$ cat src/rtl/read_pointer_ctrl_if.sv
`default_nettype none
// ============================================================================
//  Module   : read_pointer_ctrl_if
//  Purpose  : Read-side bus of the async FIFO: the consumer request and the
//             synchronized write pointer in, the Gray read pointer, RAM
//             address and status flags out.
//  Revision : 1.0 - initial release
// ============================================================================
interface read_pointer_ctrl_if #(
    parameter int ADDR_WIDTH = 6
);
    logic                  inc;
    logic [ADDR_WIDTH:0]   rq2_wptr;
    logic [ADDR_WIDTH:0]   rptr;
    logic [ADDR_WIDTH-1:0] raddr;
    logic                  empty;
    logic                  almost_empty;
    logic [ADDR_WIDTH:0]   rcount;
    logic                  underflow;
    logic                  underflow_sticky;

    // Consumer / synchronizer side
    modport master (
        output inc, rq2_wptr,
        input  rptr, raddr, empty, almost_empty, rcount, underflow, underflow_sticky
    );

    // Pointer controller side
    modport slave (
        input  inc, rq2_wptr,
        output rptr, raddr, empty, almost_empty, rcount, underflow, underflow_sticky
    );
endinterface
`default_nettype wire

$ cat src/rtl/read_pointer_ctrl.sv
`default_nettype none
// ============================================================================
//  Module   : read_pointer_ctrl
//  Purpose  : Read-domain pointer and status controller for the async FIFO.
//             Keeps the binary read pointer, publishes its Gray form, and
//             derives empty / almost_empty / occupancy / underflow from the
//             synchronized Gray write pointer.
//  Revision : 1.0 - initial release
// ============================================================================
module read_pointer_ctrl #(
    parameter int ADDR_WIDTH          = 6,
    parameter int ALMOST_EMPTY_THRESH = 2
) (
    input  wire                logic clk,
    input  wire                logic rst,
    read_pointer_ctrl_if.slave bus
);
    localparam int PW = ADDR_WIDTH + 1;
    localparam logic [PW-1:0] C_THRESH = PW'(ALMOST_EMPTY_THRESH);

    logic [PW-1:0] rbin_q, rbin_d;
    logic [PW-1:0] rptr_q, rgray_d;
    logic          empty_q, empty_d;
    logic          almost_empty_q, almost_empty_d;
    logic [PW-1:0] rcount_q, rcount_d;
    logic          underflow_q, underflow_d;
    logic          sticky_q, sticky_d;

    logic          w_accept;
    logic [PW-1:0] w_wbin;

    // A read is only taken when the FIFO is known non-empty; this gating
    // is what keeps the pointer from running past the write pointer.
    assign w_accept = bus.inc & ~empty_q;

    // Next-state pointer arithmetic, occupancy and flag evaluation.
    always_comb begin
        rbin_d  = rbin_q + {{ADDR_WIDTH{1'b0}}, w_accept};
        rgray_d = (rbin_d >> 1) ^ rbin_d;

        // Gray-to-binary of the synchronized write pointer, MSB downward.
        w_wbin         = '0;
        w_wbin[PW-1]   = bus.rq2_wptr[PW-1];
        for (int i = PW - 2; i >= 0; i--) begin
            w_wbin[i] = w_wbin[i+1] ^ bus.rq2_wptr[i];
        end

        // Using next-state pointers lets the final read set empty on the
        // same edge, with no extra cycle of latency.
        empty_d        = (rgray_d == bus.rq2_wptr);
        rcount_d       = w_wbin - rbin_d;
        almost_empty_d = (rcount_d <= C_THRESH);
        underflow_d    = bus.inc & empty_q;
        sticky_d       = sticky_q | underflow_d;
    end

    // State registers with synchronous reset.
    always_ff @(posedge clk) begin
        if (rst) begin
            rbin_q         <= '0;
            rptr_q         <= '0;
            empty_q        <= 1'b1;
            almost_empty_q <= 1'b1;
            rcount_q       <= '0;
            underflow_q    <= 1'b0;
            sticky_q       <= 1'b0;
        end else begin
            rbin_q         <= rbin_d;
            rptr_q         <= rgray_d;
            empty_q        <= empty_d;
            almost_empty_q <= almost_empty_d;
            rcount_q       <= rcount_d;
            underflow_q    <= underflow_d;
            sticky_q       <= sticky_d;
        end
    end

    assign bus.rptr             = rptr_q;
    assign bus.raddr            = rbin_q[ADDR_WIDTH-1:0];
    assign bus.empty            = empty_q;
    assign bus.almost_empty     = almost_empty_q;
    assign bus.rcount           = rcount_q;
    assign bus.underflow        = underflow_q;
    assign bus.underflow_sticky = sticky_q;
endmodule
`default_nettype wire

$ cat src/flat_wrapper.sv
// flat-port wrapper written by rule: the top's interface ports become plain ports
module read_pointer_ctrl_flat 
#(
    parameter int ADDR_WIDTH          = 6,
    parameter int ALMOST_EMPTY_THRESH = 2
)
  (clk, rst, bus_inc, bus_rq2_wptr, bus_rptr, bus_raddr, bus_empty, bus_almost_empty, bus_rcount, bus_underflow, bus_underflow_sticky);
  read_pointer_ctrl_if #(.ADDR_WIDTH(ADDR_WIDTH)) bus_i ();
  input  wire                logic clk;
  input  wire                logic rst;
  input wire logic [$bits(bus_i.inc)-1:0] bus_inc;
  input wire logic [$bits(bus_i.rq2_wptr)-1:0] bus_rq2_wptr;
  output wire logic [$bits(bus_i.rptr)-1:0] bus_rptr;
  output wire logic [$bits(bus_i.raddr)-1:0] bus_raddr;
  output wire logic [$bits(bus_i.empty)-1:0] bus_empty;
  output wire logic [$bits(bus_i.almost_empty)-1:0] bus_almost_empty;
  output wire logic [$bits(bus_i.rcount)-1:0] bus_rcount;
  output wire logic [$bits(bus_i.underflow)-1:0] bus_underflow;
  output wire logic [$bits(bus_i.underflow_sticky)-1:0] bus_underflow_sticky;
  assign bus_i.inc = bus_inc;
  assign bus_i.rq2_wptr = bus_rq2_wptr;
  assign bus_rptr = bus_i.rptr;
  assign bus_raddr = bus_i.raddr;
  assign bus_empty = bus_i.empty;
  assign bus_almost_empty = bus_i.almost_empty;
  assign bus_rcount = bus_i.rcount;
  assign bus_underflow = bus_i.underflow;
  assign bus_underflow_sticky = bus_i.underflow_sticky;
  read_pointer_ctrl #(.ADDR_WIDTH(ADDR_WIDTH), .ALMOST_EMPTY_THRESH(ALMOST_EMPTY_THRESH)) u_core (.clk(clk), .rst(rst), .bus(bus_i));
endmodule
$ cat config.mk
export PLATFORM = sky130hd
export DESIGN_NAME = read_pointer_ctrl_flat
export DESIGN_NICKNAME = d
export VERILOG_FILES = /design/src/rtl/read_pointer_ctrl_if.sv /design/src/rtl/read_pointer_ctrl.sv /design/src/flat_wrapper.sv
export SDC_FILE = /design/constraint.sdc
export NUM_CORES = 1
export LEC_CHECK = 0
export CAP_MARGIN = 25
export CORE_MARGIN = 3
export CORE_UTILIZATION = 45
export DETAILED_ROUTE_END_ITERATION = 16
export PLACE_DENSITY = 0.74
export SLEW_MARGIN = 20
export SYNTH_ARGS = -nofsm -noshare
export SYNTH_HDL_FRONTEND = slang
export SYNTH_SLANG_ARGS = --single-unit
$ cat constraint.sdc
create_clock -name clk -period 11.33 [get_ports clk]
set_input_delay 2.8325 -clock clk [delete_from_list [all_inputs] [get_ports clk]]
set_output_delay 2.8325 -clock clk [all_outputs]
set_load 0.01 [all_outputs]
**Word-level counts from Yosys, hierarchy flattened**

Cells that the tools add are included.

- Input port bits: 10
- Output and inout port bits: 24
- Logic and storage cells: 22
- Flip-flop bits (word level): 25

- $add $sub $neg: 2
- Bitwise logic cells: 11
- Eq/ne operators: 1
- $lt $le $gt $ge: 1

Operators by type and width:

| kind | count |
|---|---|
| adder 7 x 1 -> 7 bit | 1 |
| equality test 7 bit | 1 |
| less-or-equal comparator 7 x 2 -> 1 bit (second input constant) | 1 |
| subtractor 7 bit | 1 |
| bitwise XOR 6 x 7 -> 7 bit | 1 |
| bitwise XOR 1 bit | 6 |
| AND 1 bit | 2 |
| inverter 1 bit | 1 |
| bitwise OR 1 bit | 1 |

**Logic depth before layout (Yosys ltp)**

Gate-level depths: netlist (run 1).

- Depth in word-level cells: 8
- Mapped depth: 12
- Gate-level depth less buffers: 12

**Worst setup path after synthesis (run 1)**

OpenSTA, ideal clock, no wires.

- Path type: input to register
- From: input bus_rq2_wptr[6]
- To: register u_core.almost_empty_q, in the netlist u_core.bus.almost_empty
- Data required time: 11.271 ns
- Arrival time: 5.459 ns
- Slack: 5.812 ns
- Cell stages on the path: 11
- Library setup time: 0.059 ns
- Path buffers: 0
- Cell sequence: xor3_2 -> xnor3_1 -> xnor2_1 -> xnor2_1 -> ha_1 -> inv_1 -> fa_1 -> maj3_2 -> o21ai_0 -> xor2_1 -> a41o_1

- Longest elaborated chain between the ends: 8

Ends and longest elaborated chain:

| what | line | source |
|---|---|---|
| start, declared | flat_wrapper.sv:12 | `input wire logic [$bits(bus_i.rq2_wptr)-1:0] bus_rq2_wptr;` |
| bitwise XOR 1 bit (6 in a row) | read_pointer_ctrl.sv:45 | `w_wbin[i] = w_wbin[i+1] ^ bus.rq2_wptr[i];` |
| subtractor 7 bit (*) | read_pointer_ctrl.sv:51 | `rcount_d = w_wbin - rbin_d;` |
| less-or-equal comparator 7 x 2 -> 1 bit (*) | read_pointer_ctrl.sv:52 | `almost_empty_d = (rcount_d <= C_THRESH);` |
| end signal, assigned | read_pointer_ctrl.sv:71 | `almost_empty_q <= almost_empty_d;` |
| end, declared | read_pointer_ctrl.sv:24 | `logic almost_empty_q, almost_empty_d;` |

Every way passes the cells marked *; elsewhere a longest branch is shown, timed or not.
A chain may end at the register's enable or synchronous reset.

**Worst setup path in the final report (run 1)**

Same ends and word-level chain as after synthesis.

==> results.md, run 1 <==
- Port buffer count: 33
- Combined area of the multi-input logic cells: 774 um^2
- Ports: 34
- Peak supply drop: 0.124 mV
- Initial detailed-routing violation count: 22
- Layout Nets: about 190
- Main area contributors after synthesis: sky130_fd_sc_hd__dfxtp_1 38%, sky130_fd_sc_hd__xnor2_1 10%, sky130_fd_sc_hd__xor2_1 8.9%, sky130_fd_sc_hd__ha_1 7.9%, sky130_fd_sc_hd__nor2_1 6.8%
- Number of gates resized after cts: 0
- Worst reg-to-reg setup slack: roughly 8000 ps
- Worst slew margin: 0.420
- Class of the tightest hold or removal check: flip-flop to flip-flop
- Capturing element type of the critical path: flip-flop
- Overall via count from detail_route: a little under 1000
- Site Rows: 18
- Async set or reset register ratio after synthesis: 0
- Mean number of vias per cell: 5.05
- Transition time at the pin with the least slew margin: ~870 ps
- Utilization after layout: 0.651
- Die height: a little under 60 um
- Worst path buffer plus inverter count: 2
- Clock input transition at the sequential cells of the worst setup and hold paths: 140 ps
- Instance count after placement with tap cells included: between 150 and 200
- Final Critical Period: between 6000 and 7000 ps
- Net switching fraction of the power: 0.287
- Data arrival time of the critical path: roughly 6300 ps
- Status: finished clean
- Syn avg cell area: a little under 10 um^2
- Area leader, netlist: sky130_fd_sc_hd__dfxtp_1
- Clock tree from TritonCTS: built
- Synth warn: 0
- HPWL reported at the end of detailed placement: about 2000 um
- Count of buffers added by post-CTS timing repair for setup: 0
- Startpoint type of the worst setup path: primary input
- Latest clock arrival within the worst-skew pair: 320 ps
- Area share of the largest cell type after synthesis: 0.377
- Number of standard cells in the layout, taps in and fillers out: roughly 200
- Top delay family on crit path: XOR/XNOR gates
- Cell at the root of the clock tree: sky130_fd_sc_hd__clkbuf_4
- Start of the worst register-to-register path: u_core.bus.empty$_SDFF_PP1_
- Starting utilization of the core area: 0.492
- Setup Skew: 4.32 ps
- Count of flip-flops with a built-in enable after synthesis: 0
- Cell variety after synth: 29
- Overall global routing resource usage: 0.162
- Combined flip-flop and latch cell area: ~480 um^2
- Most used flip-flop cell after synthesis: sky130_fd_sc_hd__dfxtp_1
- Sequential area share after synthesis: 0.377
- Area inside the core boundary: about 2600 um^2
- Routed WL: approximately 2700 um
- Wire length per cell after detailed routing: around 14 um
- Post-detailed-route DRC marker count: 0
- Crit path cell chain: clkdlybuf4s50_1, xor3_2, xnor3_1, xnor2_1, xnor2_1, ha_1, inv_1, fa_1, maj3_2, o21ai_0, xor2_1, a41o_1
- Combinational power share: 0.341
- RePlAce Congestion: around 0.76
- Antenna cells: 0
- Max capacitance violation total: 0
- Share of power burned in registers: 0.396
- Die footprint: between 3000 and 4000 um^2
- Layout cell share with drive strength beyond 1: 0.0659
- Static power due to leakage: roughly 0.70 nW
- Logic depth of the worst path, buffers included: 12
- Maximum number of pins on one net before global-route repair: 25
- Req. time, crit path: 11590 ps
- Syn Inst Count: roughly 130
- TritonCTS Buffers: 3
- Post-synthesis sequential element count: 24
- Width of the chip: a little under 60 um
- Most common cell on crit path: sky130_fd_sc_hd__xnor2_1
- TNS Setup: 0 ps
- Most numerous cell types in the synthesized netlist: 24 x sky130_fd_sc_hd__dfxtp_1, 23 x sky130_fd_sc_hd__nor2_1, 15 x sky130_fd_sc_hd__xnor2_1, 13 x sky130_fd_sc_hd__xor2_1, 8 x sky130_fd_sc_hd__ha_1
- GRT Residual Overflow: 0
- Reported net switching power: between 0.00006 and 0.00007 W
- Initial antenna violation count: 0
- Final cycle utilization of the critical path: 0.533
- Largest fanout on the critical path: 5
- Crit path launch: bus_rq2_wptr[6]
- Clock sinks: 24
- Worst Setup Path Type: primary input to flip-flop
- Number of global-route vias before repair: between 800 and 900
- Syn Std Cell Area: about 1300 um^2
- Clock share of power: 0.262
- Internal portion of total power: roughly 0.00017 W
- Pwr per Cell Area: roughly 140 nW/um^2
- Number of nets with antenna violations after routing: 0
- Fmax: 166 MHz
- Crit path to: u_core.bus.almost_empty$_SDFF_PP1_
- Number of buffers on the longest clock path: 2
- Number of hold-slack violations in the final timing report: 0
- First-pass GRT wire length: 4150 um
- CTS Hold Buffers Added: 0
- Delay contributed by the slowest stage of the critical path: 530 ps
- Count leader, synth: sky130_fd_sc_hd__dfxtp_1
- Final-report max-slew violation count: 0
- Filler Cell Count: between 200 and 250
- Critical register-to-register path endpoint: u_core.bus.almost_empty$_SDFF_PP1_
- Synth Net Count: between 150 and 200
- Area growth from synthesis to final layout: 32.4%
- Cell at the slowest stage of the critical path: sky130_fd_sc_hd__clkdlybuf4s50_1
- Final setup viols: 0
- RSZ-0062 raised after global routing: false
- DRT Pass-1 Iters: 4
- Cell depth of the worst flop-to-flop path: 12
- H-tree levels: 1
[worst reg2reg max path: stages (launching register included)]
cell                      delay (ps)
sky130_fd_sc_hd__dfxtp_1         360
sky130_fd_sc_hd__nor2b_1         170
sky130_fd_sc_hd__ha_1            170
sky130_fd_sc_hd__ha_1            220
sky130_fd_sc_hd__nand3_1         130
sky130_fd_sc_hd__xor2_1          530
sky130_fd_sc_hd__ha_1            360
sky130_fd_sc_hd__o21ai_0          70
sky130_fd_sc_hd__or2b_2          320
sky130_fd_sc_hd__a21o_1          190
sky130_fd_sc_hd__o21ai_0         100
sky130_fd_sc_hd__xor2_1          240
sky130_fd_sc_hd__a41o_1          210
[worst min-delay path by stage]
stage,startpoint,end,slack [ps],cells past startpoint
floorplan,u_core.bus.empty$_SDFF_PP1_,u_core.bus.underflow$_SDFF_PP0_,480,2
global placement,u_core.bus.underflow_sticky$_SDFF_PP0_,u_core.bus.underflow_sticky$_SDFF_PP0_,450,2
detailed placement,u_core.bus.empty$_SDFF_PP1_,u_core.bus.underflow$_SDFF_PP0_,460,2
CTS,u_core.bus.empty$_SDFF_PP1_,u_core.bus.underflow$_SDFF_PP0_,480,2
global route,u_core.bus.empty$_SDFF_PP1_,u_core.bus.underflow$_SDFF_PP0_,510,2
finish,u_core.bus.empty$_SDFF_PP1_,u_core.bus.underflow$_SDFF_PP0_,480,2
[through the flow]
stage / setup slack, ps / power, W / hold slack [ps] / instance area [um^2]
after detailed placement: 5040 / 0.000178 / 461 / 1630
final: 5290 / 0.000239 / 479 / 1690
after global placement: 5140 / 0.000176 / 453 / 1630
after global routing: 5140 / 0.000252 / 515 / 1690
after CTS: 5290 / 0.000242 / 481 / 1690
after floorplan: 5810 / 0.000148 / 478 / 1270
[flip-flops by register name, indices dropped and copies added, names as in the netlist]
register and count:
u_core.bus.almost_empty 1, u_core.bus.empty 1, u_core.bus.rcount 7, u_core.bus.rptr 7
u_core.bus.underflow 1, u_core.bus.underflow_sticky 1, u_core.rbin_q 6
[final cells by class]
| class | count | share of cell area |
|---|---|---|
| clock buffer | 3 | 0.0134 |
| tap | 30 | 0.0223 |
| sequential | 24 | 0.285 |
| multi-input combinational | 103 | 0.459 |
| timing repair buffer | 33 | 0.196 |
| inverter | 3 | 0.00668 |
| clock inverter | 1 | 0.0178 |
[per-layer routing]
metal / track usage / vias to the layer above / routed length (um)
li1: - / 507 / -
met2: 0.282 / 24 / 1440
met4: 0.0777 / 0 / 23
met3: 0.0283 / 2 / 103
met1: 0.188 / 461 / 1130
met5: 0 / - / 0
[cells in the final DEF (no fill, tap or decap), types with 2 or more instances in the layout]
| cell type | netlist | layout |
|---|---|---|
| sky130_fd_sc_hd__a21oi_1 | 5 | 5 |
| sky130_fd_sc_hd__clkdlybuf4s50_1 | 0 | 33 |
| sky130_fd_sc_hd__clkbuf_4 | 0 | 3 |
| sky130_fd_sc_hd__nand3_1 | 5 | 5 |
| sky130_fd_sc_hd__nor2b_1 | 3 | 3 |
| sky130_fd_sc_hd__or2_2 | 2 | 2 |
| sky130_fd_sc_hd__ha_1 | 8 | 8 |
| sky130_fd_sc_hd__or3_1 | 2 | 2 |
| sky130_fd_sc_hd__o21ai_0 | 3 | 3 |
| sky130_fd_sc_hd__xnor2_1 | 15 | 15 |
| sky130_fd_sc_hd__nor2_1 | 23 | 23 |
| sky130_fd_sc_hd__nand2_1 | 7 | 7 |
| sky130_fd_sc_hd__a41o_1 | 2 | 2 |
| sky130_fd_sc_hd__maj3_2 | 2 | 2 |
| sky130_fd_sc_hd__xor2_1 | 13 | 13 |
| sky130_fd_sc_hd__dfxtp_1 | 24 | 24 |
| sky130_fd_sc_hd__inv_1 | 3 | 3 |
[power groups by stage]
stage | Clock, W | Sequential [W] | Combinational [W]
after CTS | 0.0000643 | 0.0000950 | 0.0000825
after detailed placement | 0 | 0.0000968 | 0.0000807
after floorplan | 0 | 0.000101 | 0.0000476
after global placement | 0 | 0.0000965 | 0.0000790
after global routing | 0.0000676 | 0.0000957 | 0.0000890
final | 0.0000628 | 0.0000949 | 0.0000817
[cells by family (layout without fill, tap and decap cells)]
logic type | Yosys count | in the layout | share of synthesized area
simple gates | 46 | 46 | 0.164
xor+xnor | 31 | 31 | 0.249
compound gates | 14 | 14 | 0.0756
flops | 24 | 24 | 0.377
mux | 1 | 1 | 0.00786
fa+ha+maj | 11 | 11 | 0.112
buf+inv | 5 | 40 | 0.0147
Note: power is estimated with default switching activity, not from simulation.
==> run 2: changes to the inputs <==
- CORE_UTILIZATION: 45 -> 43
- clock period: 11.33 -> 5.5 ns (I/O delays scaled with it)
==> run 2 against run 1 <==
  * Sequential share of layout area shrank 0.15 points
  * Critical path depth stayed put
  * Clock power rose by 110%
  * Worst setup slack got worse by 4300 ps
  * Total power grew 110%
  * Critical path type unchanged
  * Clock-buffer cell count did not move
==> results.md, run 2 (synthesized netlist as in run 1, its figures left out) <==
- Status: finished clean
- Most used cells in the layout excluding fill and tap cells: 33 x sky130_fd_sc_hd__clkdlybuf4s50_1, 24 x sky130_fd_sc_hd__dfxtp_1, 23 x sky130_fd_sc_hd__nor2_1
- Initial antenna violation count: 0 (unchanged)
- Number of standard cells in the layout, taps in and fillers out: 199 (+1.0%)
- First-pass GRT wire length: 4330 um (+4.2%)
- Latest clock arrival within the worst-skew pair: 330 ps (about the same)
- Worst slew margin: 0.437 (+0.0168)
- Launch instance of the worst min-delay path: u_core.bus.underflow_sticky$_SDFF_PP0_
- Number of gates resized after cts: 0 (unchanged)
- Area inside the core boundary: 2780 um^2 (+7.4%)
- Area growth from synthesis to final layout: 33.1%
- Filler Cell Count: 249 (+17%)
- Port buffer count: 33 (unchanged)
- Die height: 60.4 um (+2.1%)
- Worst-case hold path end point: u_core.bus.underflow_sticky$_SDFF_PP0_
- Startpoint type of the worst setup path: primary input
- Capturing element type of the critical path: flip-flop
- Setup Skew: 2.50 ps (-1.81 ps)
- Layout cell share with drive strength beyond 1: 0.0714 (+0.00556)
- Final cycle utilization of the critical path: 0.812
- Worst Setup Path Type: primary input to flip-flop
- Width of the chip: 60.4 um (+2.1%)
- Start of the worst register-to-register path: u_core.bus.empty$_SDFF_PP1_
- Instance count after placement with tap cells included: 195 (+1.0%)
- Post-detailed-route DRC marker count: 0 (unchanged)
- Overall via count from detail_route: 993 (-0.10%)
- Final Critical Period: approximately 4500 ps
- Antenna cells: 0 (unchanged)
- Number of global-route vias before repair: 983 (+9.6%)
- TNS Setup: 0 ps (unchanged)
- Starting utilization of the core area: 0.458 (-0.0338)
- Final hold slack: 483 ps (+4.17 ps)
- Transition time at the pin with the least slew margin: 842 ps (-25.2 ps)
- Site Rows: 19 (+1)
- Max capacitance violation total: 0 (unchanged)
- Wire length per cell after detailed routing: 12.9 um (-5.2%)
- Maximum number of pins on one net before global-route repair: 25 (unchanged)
- Final-report max-slew violation count: 0 (unchanged)
- Final setup viols: 0 (unchanged)
- Delay contributed by the slowest stage of the critical path: 530 ps (about the same)
- Number of nets with antenna violations after routing: 0 (unchanged)
- Ports: 34 (unchanged)
- Overall global routing resource usage: 0.160 (-0.00206)
- Count of buffers added by post-CTS timing repair for setup: 0 (unchanged)
- Static power due to leakage: 0.702 nW (+0.59%)
- Cell depth of the worst flop-to-flop path: 11 (-1)
- Pwr per Cell Area: 290 nW/um^2 (+100%)
- HPWL reported at the end of detailed placement: 2000 um (-1.5%)
- Req. time, crit path: 5780 ps (-5810 ps)
- Combined flip-flop and latch cell area: 480 um^2 (unchanged)
- CTS Hold Buffers Added: 0 (unchanged)
- Mean number of vias per cell: 4.99 (-1.1%)
- Die footprint: 3650 um^2 (+4.2%)
- RSZ-0062 raised after global routing: false
- Layout Nets: 188 (+0.53%)
- Most common cell after layout, fill and taps aside: sky130_fd_sc_hd__clkdlybuf4s50_1
- Combined area of the multi-input logic cells: 774 um^2 (unchanged)
- Initial detailed-routing violation count: 25 (+14%)
- RePlAce Congestion: 0.809 (+6.6%)
- Class of the tightest hold or removal check: flip-flop to flip-flop
- Routed WL: 2570 um (-4.3%)
- Clock tree from TritonCTS: built
- Worst reg-to-reg setup slack: 2660 ps (-5550 ps)
- Number of hold-slack violations in the final timing report: 0 (unchanged)
- Most common cell on crit path: sky130_fd_sc_hd__xnor2_1
- Number of buffers on the longest clock path: 2 (unchanged)
- Data arrival time of the critical path: 4750 ps (-1550 ps)
- Crit path cell chain: clkdlybuf4s50_1, xor3_2, xnor3_1, xnor2_1, xnor2_1, ha_1, inv_1, fa_1, maj3_2, a21oi_1, xor2_1, a41o_1
- Clock sinks: 24 (unchanged)
- GRT Residual Overflow: 0 (unchanged)
- Critical register-to-register path endpoint: u_core.bus.almost_empty$_SDFF_PP1_
- Cell at the root of the clock tree: sky130_fd_sc_hd__clkbuf_4
- Clock input transition at the sequential cells of the worst setup and hold paths: 140 ps (about the same)
- Worst hold path cell count: 2 (unchanged)
- TritonCTS Buffers: 3 (unchanged)
- Peak supply drop: 0.199 mV (+60%)
- H-tree levels: 1 (unchanged)
- Largest fanout on the critical path: 5 (unchanged)
- Fmax: 224 MHz
- Cell at the slowest stage of the critical path: sky130_fd_sc_hd__clkdlybuf4s50_1
- DRT Pass-1 Iters: 4 (unchanged)
-- run 2: power breakdown --
| group | leakage [nW] | total (W) | switching [W] | internal [W] |
|---|---|---|---|---|
| logic | 0.477 | 0.000165 | 0.0000768 | 0.0000878 |
| registers | 0.197 | 0.000196 | 0.00000559 | 0.000190 |
| clock network | 0.0279 | 0.000132 | 0.0000582 | 0.0000738 |
| total | 0.702 | 0.000492 | 0.000141 | 0.000352 |
-- run 2: stage by stage --
step	cell area, um^2	setup slack [ps]	total power [W]	util
after floorplan	1270	1440	0.000306	-
after global placement	1640	769	0.000361	0.591
after detailed placement	1640	684	0.000365	0.591
after CTS	1700	1020	0.000497	0.610
after global routing	1700	787	0.000522	0.610
final	1700	1030	0.000492	0.610
-- run 2: worst max path at each step --
stage	start	endpoint	slack [ps]	cells after the start
CTS	bus_rq2_wptr[6]	u_core.bus.almost_empty$_SDFF_PP1_	1020	12
detailed placement	bus_rq2_wptr[6]	u_core.bus.almost_empty$_SDFF_PP1_	680	12
global placement	bus_rq2_wptr[6]	u_core.bus.almost_empty$_SDFF_PP1_	770	12
global route	bus_rq2_wptr[6]	u_core.bus.almost_empty$_SDFF_PP1_	790	12
finish	bus_rq2_wptr[6]	u_core.bus.almost_empty$_SDFF_PP1_	1030	12
floorplan	bus_rq2_wptr[6]	u_core.bus.almost_empty$_SDFF_PP1_	1440	11
-- run 2: area by class of cell --
| class | instances | share of cell area |
|---|---|---|
| clock inverters | 1 | 0.0177 |
| repair buffers | 34 | 0.199 |
| multi-input cells | 103 | 0.457 |
| well taps | 31 | 0.0229 |
| inverters | 3 | 0.00664 |
| flip-flops and latches | 24 | 0.283 |
| clock buffers | 3 | 0.0133 |
-- run 2: per-layer routing --
layer  vias to the layer above  GRT usage  share of wire
met2                        23      0.273           0.50
li1                        511          -              -
met4                         0     0.0836          0.026
met1                       452      0.192           0.45
met5                         -          0              0
met3                         7     0.0255          0.026
-- run 2: worst max-delay path, delay by kind of cell --
| kind | cells | cell delay, ps |
|---|---|---|
| buf+inv | 2 | 590 |
| compound gates | 2 | 360 |
| xor+xnor | 5 | 1500 |
| fa+ha+maj | 3 | 930 |
